$ cat src/rtl/cc_alu_seq_pkg.sv
// Shared opcodes, FSM encoding and flag bit positions for the sequential ALU.
package cc_alu_seq_pkg;

  localparam logic [3:0] OP_PASSA = 4'b0000;
  localparam logic [3:0] OP_OR    = 4'b0001;
  localparam logic [3:0] OP_AND   = 4'b0010;
  localparam logic [3:0] OP_NOTA  = 4'b0011;
  localparam logic [3:0] OP_XOR   = 4'b0100;
  localparam logic [3:0] OP_SLL   = 4'b0101;
  localparam logic [3:0] OP_SRL   = 4'b0110;
  localparam logic [3:0] OP_SRA   = 4'b0111;
  localparam logic [3:0] OP_ADD   = 4'b1000;
  localparam logic [3:0] OP_SUB   = 4'b1001;
  localparam logic [3:0] OP_INC   = 4'b1010;
  localparam logic [3:0] OP_DEC   = 4'b1011;
  localparam logic [3:0] OP_MULL  = 4'b1100;
  localparam logic [3:0] OP_MULH  = 4'b1101;

  typedef enum logic {
    IDLE = 1'b0,
    BUSY = 1'b1
  } stateT;

  localparam int FLAG_Z = 0;
  localparam int FLAG_N = 1;
  localparam int FLAG_C = 2;
  localparam int FLAG_V = 3;

  function automatic logic isShift(input logic [3:0] op);
    return (op == OP_SLL) || (op == OP_SRL) || (op == OP_SRA);
  endfunction

  function automatic logic isMul(input logic [3:0] op);
    return (op == OP_MULL) || (op == OP_MULH);
  endfunction

endpackage

$ cat src/rtl/cc_alu_seqmul.sv
// Iterative unsigned shift-add multiplier; load performs the first iteration.
module cc_alu_seqmul #(
  parameter int DATAWIDTH_BUS = 32
) (
  input  logic                         clock,
  input  logic                         load,
  input  logic                         step,
  input  logic [DATAWIDTH_BUS-1:0]     multiplicand,
  input  logic [DATAWIDTH_BUS-1:0]     multiplier,
  output logic [2*DATAWIDTH_BUS-1:0]   productNext
);

  localparam int W = DATAWIDTH_BUS;

  logic [W-1:0]   mcandReg;
  logic [2*W-1:0] productReg;

  // Upper half accumulates, lower half holds the unconsumed multiplier bits.
  function automatic logic [2*W-1:0] mulStep(input logic [2*W-1:0] p, input logic [W-1:0] m);
    logic [W:0] acc;
    acc = {1'b0, p[2*W-1:W]} + (p[0] ? {1'b0, m} : {(W+1){1'b0}});
    return {acc, p[W-1:1]};
  endfunction

  assign productNext = mulStep(productReg, mcandReg);

  always_ff @(posedge clock) begin
    if (load) begin
      mcandReg   <= multiplicand;
      productReg <= mulStep({{W{1'b0}}, multiplier}, multiplicand);
    end else if (step) begin
      productReg <= productNext;
    end
  end

endmodule

$ cat src/rtl/cc_alu_seq.sv
// Registered ALU with start/done handshake; shifts and multiply iterate one bit per clock.
module cc_alu_seq
  import cc_alu_seq_pkg::*;
#(
  parameter int DATAWIDTH_BUS           = 32,
  parameter int DATAWIDTH_ALU_SELECTION = 4
) (
  input  logic                               CC_ALU_SEQ_CLOCK_50,
  input  logic                               CC_ALU_SEQ_RESET_InHigh,
  input  logic                               CC_ALU_SEQ_start_InHigh,
  input  logic                               CC_ALU_SEQ_setCode_InHigh,
  input  logic [DATAWIDTH_ALU_SELECTION-1:0] CC_ALU_SEQ_selection_InBus,
  input  logic [DATAWIDTH_BUS-1:0]           CC_ALU_SEQ_dataA_InBus,
  input  logic [DATAWIDTH_BUS-1:0]           CC_ALU_SEQ_dataB_InBus,
  output logic                               CC_ALU_SEQ_busy_OutHigh,
  output logic                               CC_ALU_SEQ_done_OutHigh,
  output logic [DATAWIDTH_BUS-1:0]           CC_ALU_SEQ_data_OutBus,
  output logic                               CC_ALU_SEQ_zero_OutLow,
  output logic                               CC_ALU_SEQ_negative_OutLow,
  output logic                               CC_ALU_SEQ_carry_OutLow,
  output logic                               CC_ALU_SEQ_overflow_OutLow
);

  localparam int W               = DATAWIDTH_BUS;
  localparam int DATAWIDTH_SHAMT = $clog2(DATAWIDTH_BUS);

  logic                               clk;
  logic                               rst;
  logic                               start;
  logic [DATAWIDTH_ALU_SELECTION-1:0] sel;
  logic [W-1:0]                       dataA;
  logic [W-1:0]                       dataB;

  assign clk   = CC_ALU_SEQ_CLOCK_50;
  assign rst   = CC_ALU_SEQ_RESET_InHigh;
  assign start = CC_ALU_SEQ_start_InHigh;
  assign sel   = CC_ALU_SEQ_selection_InBus;
  assign dataA = CC_ALU_SEQ_dataA_InBus;
  assign dataB = CC_ALU_SEQ_dataB_InBus;

  stateT                              state;
  logic                               busyReg;
  logic                               doneReg;
  logic [W-1:0]                       dataReg;
  logic [3:0]                         flagsLow;
  logic [DATAWIDTH_SHAMT-1:0]         cnt;
  logic [DATAWIDTH_ALU_SELECTION-1:0] opReg;
  logic                               setCodeReg;
  logic [W-1:0]                       shReg;

  // Returns {bit shifted out, shifted value} for a single-bit step.
  function automatic logic [W:0] shiftOne(input logic [3:0] op, input logic [W-1:0] x);
    case (op)
      OP_SLL:  return {x[W-1], x[W-2:0], 1'b0};
      OP_SRL:  return {x[0], 1'b0, x[W-1:1]};
      default: return {x[0], x[W-1], x[W-1:1]};
    endcase
  endfunction

  function automatic logic [3:0] packFlagsLow(input logic [W-1:0] r, input logic c, input logic v);
    logic [3:0] f;
    f[FLAG_Z] = ~(r == {W{1'b0}});
    f[FLAG_N] = ~r[W-1];
    f[FLAG_C] = ~c;
    f[FLAG_V] = ~v;
    return f;
  endfunction

  // Acceptance-cycle path: single-cycle ops plus the first shift step.
  logic [DATAWIDTH_SHAMT-1:0] shamtIn;
  logic [W-1:0]               arithB;
  logic [W:0]                 immShift;
  logic [W:0]                 arithSum;
  logic [W-1:0]               immRes;
  logic                       immC;
  logic                       immV;
  logic                       needsIter;

  assign shamtIn   = dataB[DATAWIDTH_SHAMT-1:0];
  assign arithB    = ((sel == OP_INC) || (sel == OP_DEC)) ? W'(1) : dataB;
  assign immShift  = shiftOne(sel, dataA);
  assign needsIter = isMul(sel) || (isShift(sel) && (shamtIn > DATAWIDTH_SHAMT'(1)));

  always_comb begin
    immRes   = dataA;
    immC     = 1'b0;
    immV     = 1'b0;
    arithSum = '0;
    case (sel)
      OP_OR:   immRes = dataA | dataB;
      OP_AND:  immRes = dataA & dataB;
      OP_NOTA: immRes = ~dataA;
      OP_XOR:  immRes = dataA ^ dataB;
      OP_SLL, OP_SRL, OP_SRA: begin
        if (shamtIn != '0) begin
          immRes = immShift[W-1:0];
          immC   = immShift[W];
        end
      end
      OP_ADD, OP_INC: begin
        arithSum = {1'b0, dataA} + {1'b0, arithB};
        immRes   = arithSum[W-1:0];
        immC     = arithSum[W];
        immV     = (dataA[W-1] == arithB[W-1]) && (arithSum[W-1] != dataA[W-1]);
      end
      OP_SUB, OP_DEC: begin
        arithSum = {1'b0, dataA} - {1'b0, arithB};
        immRes   = arithSum[W-1:0];
        immC     = arithSum[W];
        immV     = (dataA[W-1] != arithB[W-1]) && (arithSum[W-1] != dataA[W-1]);
      end
      default: ;
    endcase
  end

  // Iteration path: shifter register or multiplier, selected by the latched opcode.
  logic [W:0]     busyShift;
  logic [2*W-1:0] prodNext;
  logic           busyIsMul;
  logic           mulHigh;
  logic [W-1:0]   busyRes;
  logic           busyC;
  logic           busyV;

  assign busyShift = shiftOne(opReg, shReg);
  assign busyIsMul = isMul(opReg);
  assign mulHigh   = |prodNext[2*W-1:W];
  assign busyRes   = !busyIsMul ? busyShift[W-1:0] :
                     (opReg == OP_MULH) ? prodNext[2*W-1:W] : prodNext[W-1:0];
  assign busyC     = busyIsMul ? mulHigh : busyShift[W];
  assign busyV     = busyIsMul & mulHigh;

  cc_alu_seqmul #(
    .DATAWIDTH_BUS(W)
  ) uMul (
    .clock        (clk),
    .load         ((state == IDLE) && start && isMul(sel)),
    .step         ((state == BUSY) && busyIsMul),
    .multiplicand (dataA),
    .multiplier   (dataB),
    .productNext  (prodNext)
  );

  always_ff @(posedge clk) begin
    if ((state == IDLE) && start) begin
      opReg      <= sel;
      setCodeReg <= CC_ALU_SEQ_setCode_InHigh;
      shReg      <= immShift[W-1:0];
    end else if (state == BUSY) begin
      shReg <= busyShift[W-1:0];
    end
  end

  always_ff @(posedge clk) begin
    if (rst) begin
      state    <= IDLE;
      busyReg  <= 1'b0;
      doneReg  <= 1'b0;
      dataReg  <= '0;
      flagsLow <= 4'b1111;
      cnt      <= '0;
    end else begin
      doneReg <= 1'b0;
      case (state)
        IDLE: begin
          if (start) begin
            if (needsIter) begin
              state   <= BUSY;
              busyReg <= 1'b1;
              cnt     <= isMul(sel) ? DATAWIDTH_SHAMT'(W - 2) : shamtIn - DATAWIDTH_SHAMT'(2);
            end else begin
              doneReg <= 1'b1;
              dataReg <= immRes;
              if (CC_ALU_SEQ_setCode_InHigh) flagsLow <= packFlagsLow(immRes, immC, immV);
            end
          end
        end
        BUSY: begin
          if (cnt == '0) begin
            state   <= IDLE;
            busyReg <= 1'b0;
            doneReg <= 1'b1;
            dataReg <= busyRes;
            if (setCodeReg) flagsLow <= packFlagsLow(busyRes, busyC, busyV);
          end else begin
            cnt <= cnt - DATAWIDTH_SHAMT'(1);
          end
        end
        default: state <= IDLE;
      endcase
    end
  end

  assign CC_ALU_SEQ_busy_OutHigh    = busyReg;
  assign CC_ALU_SEQ_done_OutHigh    = doneReg;
  assign CC_ALU_SEQ_data_OutBus     = dataReg;
  assign CC_ALU_SEQ_zero_OutLow     = flagsLow[FLAG_Z];
  assign CC_ALU_SEQ_negative_OutLow = flagsLow[FLAG_N];
  assign CC_ALU_SEQ_carry_OutLow    = flagsLow[FLAG_C];
  assign CC_ALU_SEQ_overflow_OutLow = flagsLow[FLAG_V];

endmodule

$ cat config.mk
export PLATFORM = sky130hd
export DESIGN_NAME = cc_alu_seq
export DESIGN_NICKNAME = d
export VERILOG_FILES = /design/src/rtl/cc_alu_seq_pkg.sv /design/src/rtl/cc_alu_seqmul.sv /design/src/rtl/cc_alu_seq.sv
export SDC_FILE = /design/constraint.sdc
export NUM_CORES = 1
export LEC_CHECK = 0
export ABC_CLOCK_PERIOD_IN_PS = 19800
export CORE_MARGIN = 1.5
export CORE_UTILIZATION = 50
export DETAILED_ROUTE_END_ITERATION = 10
export GPL_ROUTABILITY_DRIVEN = 0
export PLACE_DENSITY_LB_ADDON = 0.25
export SETUP_SLACK_MARGIN = 0.3
export SYNTH_ARGS = -nofsm -noshare
export SYNTH_HDL_FRONTEND = slang
export SYNTH_SLANG_ARGS = --single-unit
export TNS_END_PERCENT = 30
$ cat constraint.sdc
create_clock -name CC_ALU_SEQ_CLOCK_50 -period 19.8 [get_ports CC_ALU_SEQ_CLOCK_50]
set_input_delay 4.95 -clock CC_ALU_SEQ_CLOCK_50 [delete_from_list [all_inputs] [get_ports CC_ALU_SEQ_CLOCK_50]]
set_output_delay 4.95 -clock CC_ALU_SEQ_CLOCK_50 [all_outputs]
set_load 0.03 [all_outputs]
==> impl_results.md, run 1 <==
* Slew Viols, Final at 0
* Hold bufs inserted after CTS at 0
* Yosys warns at 0
* Status: finished clean
* Fill cell count at 3320
* Seq/Total Area, Yosys at 26.6%
* Num CTS Buffers at 17
* Ys async rst share at 0%
* Highest clock rate at 93.9 MHz
* Syn Area/Cell at 7.95 um2
* Deepest clock path buffer count at 2
* Drt first pass iters at 6
* CTS root buf: clkbuf_16
* Worst endpoint required time at 20090 ps
* Post-route antenna net violation count at 0
* Reg2Reg Setup Slack at 14200 ps
* Crit. End Element: flip-flop
* DR vias/cell at 6.78
* Num Clock Sinks at 177
* Worst slew margin at 17.6%
* Vias at 18900
* Core Region at 35800 um2
* Setup repair after global routing missed its margin: false
* Delay-heaviest family, CP: simple AND/OR/NAND/NOR gates
* Crit-path cells: clkdlybuf4s50_1 -> inv_1 -> ha_1 -> buf_4 -> nand2_1 -> nand2_1 -> ha_1 -> inv_1 -> a21oi_1 -> a21boi_0 -> o31a_1 -> o31a_4 -> a21oi_1 -> xnor2_1 -> o21ai_0 -> or4bb_1 -> or4b_1 -> nor4_1 -> a211oi_1
* Chip Width at 194 um
* Initial drt markers at 2692
* Synth-to-Final Area Change at 9.43%
* Reg clk slew, reported paths at 70 ps
* Post-CTS sizing at 0
* Final period utilization at 53.8%
* I/O Buffers at 109
* Worst path arrival time at 10930 ps
* Global-route usage over all layers at 35.5%
* Pwr Total at 1.23 mW
* IO Pins at 110
* Crit start category: primary input
* Number of diodes at 0
* Final-report setup violation count at 0
* Starting density of the core at 51.1%
* Later-pin clock latency in the skew report at 450 ps
* Worst min-delay path class: reg2reg
* Crit Path Max Fanout at 32
* Reg area at 4880 um2
* Setup TNS at 0 ps
* Worst vdd ir at 0.0000740 V
* Post-DP HPWL at 52600 um
* Power per unit of standard cell area at 61.4 nW/um2
* Largest net degree at the start of global routing at 73
* Number of global-route vias before repair at 17600
* Final Hold Fails at 0
* Buffers & Inverters on Critical Path at 4
* First-pass GRT wire length at 103000 um
* Largest stage delay, worst path at 920 ps
* Worst hold slack at 463 ps
* Mapped Cells at 2302
* Site Rows at 69
* Worst Hold End: CC_ALU_SEQ_data_OutBus[22]$_SDFFE_PP0P_
* Min-Delay Path Depth at 2
* H-tree levels at 4
* Worst r2r path cells at 14
* Post-synth net total at 2556
* Reg2reg start: uMul.productReg[0]$_DFFE_PP_
* Worst Skew at 10.3 ps
* Yosys cell types at 101
* Share of layout cells above drive strength 1 at 4.35%
* Cell Area, Synth at 18300 um2
* Most used DFF post-synth: edfxtp_1
* Die boundary height at 194 um
* Final global-route overflow total at 0
* Finished Core Util at 55.9%
* Multi-input logic area at 12100 um2
* CTS tree: yes
* Initial antenna violation count at 0
* DR WL/cell at 24.7 um
* Slew @ Worst Pin at 1230 ps
* DRC viols at 0
* Setup Fix Bufs, Post-CTS at 0
* EDFF count, synth at 133
* Die area at 37700 um2
* Maximum Capacitance Violations at 0
* Yosys reg bits at 177
* Crit path kind: in2reg
* Slowest CP cell: nand2_1
* Hold Crit Start: CC_ALU_SEQ_data_OutBus[22]$_SDFFE_PP0P_
* Min Clock Period, post-route at 10650 ps
* Total wire length at 68800 um
* Worst R2R End: flagsLow[0]$_SDFFE_PP1P_
* Fin nets at 2565
* Leakage at 8.21 nW
[layer usage]
metal | up-vias | GRT usage [%] | wire (um)
met2 | 1340 | 52.6 | 28600
li1 | 8483 | - | -
met5 | - | 0 | 0
met3 | 242 | 6.71 | 8660
met4 | 0 | 22.2 | 4740
met1 | 8809 | 47.8 | 26800
[worst min-delay path, stage by stage (launching register included)]
cell	delay, ps
dfxtp_1	320
nand2_1	50
a21oi_1	50
[power by group]
group | total, mW | switching (mW) | internal [mW]
clock | 0.323 | 0.150 | 0.173
sequential | 0.442 | 0.0159 | 0.426
combinational | 0.463 | 0.308 | 0.156
[metrics by stage]
step,std cells,instance area (um2),setup WS (ps)
global route,2785,20000,8690
finish,2785,20000,9150
CTS,2785,20000,9260
global placement,2753,19500,8950
detailed placement,2753,19500,8800
floorplan,2302,18300,9830
[synth_stat cells (47+ instances only)]
cell type / number / area share (%)
nand2_1: 230 / 4.7
a21oi_1: 217 / 5.9
nor2_1: 208 / 4.3
ha_1: 179 / 12
o21ai_0: 177 / 4.8
inv_1: 148 / 3.0
edfxtp_1: 133 / 22
clkbuf_1: 96 / 2.0
mux2i_1: 88 / 4.8
nor3_1: 62 / 1.7
nand3_1: 57 / 1.6
a211oi_1: 47 / 1.9
[cell families (layout without fill, tap and decap cells)]
| group | Yosys count | count (layout) | synth area share [%] |
|---|---|---|---|
| DFF | 177 | 177 | 26.6 |
| adders and majority gates | 182 | 182 | 12.6 |
| buffers and inverters | 300 | 322 | 7.20 |
| AOI/OAI and AO/OA | 750 | 750 | 26.6 |
| muxes | 90 | 90 | 4.94 |
| and+or+nand+nor | 747 | 747 | 19.4 |
| xor gates and xnor gates | 56 | 56 | 2.68 |
[registers in the layout, indices dropped and copies added, names as in the netlist]
| register | count |
|---|---|
| CC_ALU_SEQ_data_OutBus | 32 |
| setCodeReg | 1 |
| uMul.productReg | 64 |
| state | 1 |
| CC_ALU_SEQ_done_OutHigh | 1 |
| opReg | 4 |
| CC_ALU_SEQ_busy_OutHigh | 1 |
| flagsLow | 4 |
| shReg | 32 |
| cnt | 5 |
| uMul.mcandReg | 32 |
[layout make-up]
class                           count  share of cell area [%]
Multi-Input combinational cell   1825                    60.7
Tap cell                          461                    2.88
Inverter                          152                    2.85
Clock buffer                       22                    2.38
Clock inverter                     10                   0.363
Sequential cell                   177                    24.4
Timing Repair Buffer              138                    6.49
[cell usage in the layout (no fill, tap or decap), drive strengths merged, types with 58 or more instances in the layout]
| master | netlist | layout |
|---|---|---|
| a21oi | 217 | 217 |
| clkdlybuf4s50 | 0 | 107 |
| edfxtp | 133 | 133 |
| ha | 179 | 179 |
| inv | 150 | 157 |
| mux2i | 88 | 88 |
| nand2 | 231 | 231 |
| nand3 | 58 | 58 |
| nor2 | 209 | 209 |
| nor3 | 62 | 62 |
| o21ai | 183 | 183 |
[worst max path at each step]
stage                                  start                        to  slack [ps]  cells after the start
6_report       CC_ALU_SEQ_selection_InBus[2]  flagsLow[0]$_SDFFE_PP1P_        9150                     19
5_1_grt        CC_ALU_SEQ_selection_InBus[2]  flagsLow[0]$_SDFFE_PP1P_        8690                     19
4_1_cts        CC_ALU_SEQ_selection_InBus[2]  flagsLow[0]$_SDFFE_PP1P_        9260                     21
3_5_place_dp   CC_ALU_SEQ_selection_InBus[2]  flagsLow[0]$_SDFFE_PP1P_        8800                     19
3_3_place_gp   CC_ALU_SEQ_selection_InBus[2]  flagsLow[0]$_SDFFE_PP1P_        8950                     21
2_1_floorplan  CC_ALU_SEQ_selection_InBus[1]  flagsLow[0]$_SDFFE_PP1P_        9830                     22
Note: power is estimated with default switching activity, not from simulation.
==> inputs of run 2 (changes only) <==
ABC_CLOCK_PERIOD_IN_PS = 10780   (was 19800)
clock period = 10.78 ns   (was 19.8 ns; I/O delays follow)
==> impl_results.md, run 2 (synthesized netlist as in run 1, its figures left out) <==
* Status: finished clean
* Post-DP HPWL at 52600 um
* Crit Path Max Fanout at 31
* H-tree levels at 4
* Fin nets at 2567
* DR WL/cell at 24.8 um
* Worst min-delay path class: reg2reg
* Initial antenna violation count at 1
* Starting density of the core at 51.1%
* Worst endpoint required time at 11070 ps
* Number of global-route vias before repair at 17700
* Initial drt markers at 2601
* Drt first pass iters at 6
* Share of layout cells above drive strength 1 at 4.43%
* Synth-to-Final Area Change at 9.51%
* Reg2Reg Setup Slack at 5220 ps
* Deepest clock path buffer count at 2
* Setup repair after global routing missed its margin: false
* Final Hold Fails at 0
* Reg2reg start: uMul.productReg[0]$_DFFE_PP_
* Die boundary height at 194 um
* Largest net degree at the start of global routing at 67
* Later-pin clock latency in the skew report at 450 ps
* Die area at 37700 um2
* Worst slew margin at 25.5%
* I/O Buffers at 109
* Min-Delay Path Depth at 2
* Final period utilization at 73.5%
* Crit path kind: in2reg
* Worst R2R End: flagsLow[0]$_SDFFE_PP1P_
* Site Rows at 69
* Post-route antenna net violation count at 0
* Cell Int Power at 1.39 mW
* Worst path arrival time at 8210 ps
* Num CTS Buffers at 17
* Fill cell count at 3296
* Num Clock Sinks at 177
* IO Pins at 110
* Number of diodes at 0
* Crit start category: primary input
* Worst r2r path cells at 14
* Leakage at 8.22 nW
* Maximum Capacitance Violations at 0
* Power per unit of standard cell area at 113 nW/um2
* Final-report setup violation count at 0
* Clock power frac at 26.3%
* Max reg flops at 64
* Combinational cell fraction of total power at 37.8%
* Worst Skew at 9.78 ps
* Most flops, register: uMul.productReg
* First-pass GRT wire length at 104000 um
* Switching part of the total power at 38.4%
* Worst vdd ir at 0.000124 V
* Hold bufs inserted after CTS at 0
* Min Clock Period, post-route at 7920 ps
* Post-CTS sizing at 0
* Vias at 19000
* Multi-input logic area at 12100 um2
* Highest clock rate at 126 MHz
* Reg power frac at 35.9%
* Pwr Total at 2.26 mW
* Chip Width at 194 um
* Setup Fix Bufs, Post-CTS at 0
* CTS root buf: clkbuf_16
* Sw power at 0.868 mW
* Slew Viols, Final at 0
* DRC viols at 0
* DR vias/cell at 6.81
* Worst Hold End: CC_ALU_SEQ_data_OutBus[2]$_SDFFE_PP0P_
* Final global-route overflow total at 0
* Setup TNS at 0 ps
* Reg clk slew, reported paths at 60 ps
* Hold Crit Start: CC_ALU_SEQ_data_OutBus[2]$_SDFFE_PP0P_
* Crit. End Element: flip-flop
* Slew @ Worst Pin at 1110 ps
* Commonest non-fill, non-tap cells in the layout: nand2_1, a21oi_1, nor2_1
* Reg area at 4880 um2
* Post-route cell area at 20000 um2
* Most common cell after layout, fill and taps aside: nand2_1
* Global-route usage over all layers at 35.9%
* Post-DP Area at 19500 um2
* Total wire length at 69200 um
* Core Region at 35800 um2
* CTS tree: yes
[run 2: metal layers]
metal | routed length (um) | track usage (%) | part of all wire, %
met1 | 27100 | 47.6 | 39
met2 | 28700 | 53.2 | 42
met3 | 9050 | 8.59 | 13
met4 | 4400 | 20.8 | 6.4
met5 | 0 | 0 | 0
[run 2: how the worst max path moves through the flow]
stage	endpoint	depth (start not counted)	start	slack, ps
2_1_floorplan	flagsLow[0]$_SDFFE_PP1P_	22	CC_ALU_SEQ_selection_InBus[1]	3060
4_1_cts	flagsLow[0]$_SDFFE_PP1P_	20	CC_ALU_SEQ_selection_InBus[2]	2960
3_5_place_dp	flagsLow[0]$_SDFFE_PP1P_	20	CC_ALU_SEQ_selection_InBus[2]	2500
6_report	flagsLow[0]$_SDFFE_PP1P_	20	CC_ALU_SEQ_selection_InBus[2]	2860
5_1_grt	flagsLow[0]$_SDFFE_PP1P_	20	CC_ALU_SEQ_selection_InBus[2]	2580
3_3_place_gp	flagsLow[0]$_SDFFE_PP1P_	20	CC_ALU_SEQ_selection_InBus[2]	2590
[run 2: area by class of cell]
cell class	instances	area share (%)
Tap cell	461	2.88
Multi-Input combinational cell	1825	60.6
Clock buffer	24	2.46
Timing Repair Buffer	140	6.56
Inverter	152	2.85
Clock inverter	8	0.269
Sequential cell	177	24.3
[run 2: worst max-delay path, stage by stage]
cell	delay, ps
clkdlybuf4s50_1	530
inv_1	100
ha_1	200
buf_4	210
nand2_1	110
buf_4	360
nand2_1	130
ha_1	560
inv_1	160
a21oi_1	250
a21boi_0	160
o31a_1	390
o31a_4	340
a21oi_1	190
xnor2_1	160
o21ai_0	140
or4bb_1	530
or4b_1	520
nor4_1	320
a211oi_1	120
[run 2: stage by stage]
stage | cells | hold WS, ps | setup slack, ps | util (%)
after floorplan | 2302 | 479 | 3060 | -
after global placement | 2755 | 448 | 2590 | 54.4
after detailed placement | 2755 | 453 | 2500 | 54.4
after CTS | 2787 | 458 | 2960 | 55.9
after global routing | 2787 | 489 | 2580 | 55.9
final | 2787 | 456 | 2860 | 55.9
[run 2: power by group through the flow]
stage,combinational [mW],sequential (mW),clock [mW]
floorplan,0.507,0.846,0
detailed placement,0.810,0.825,0
finish,0.852,0.811,0.593
CTS,0.815,0.810,0.593
global route,0.903,0.814,0.620
global placement,0.799,0.824,0
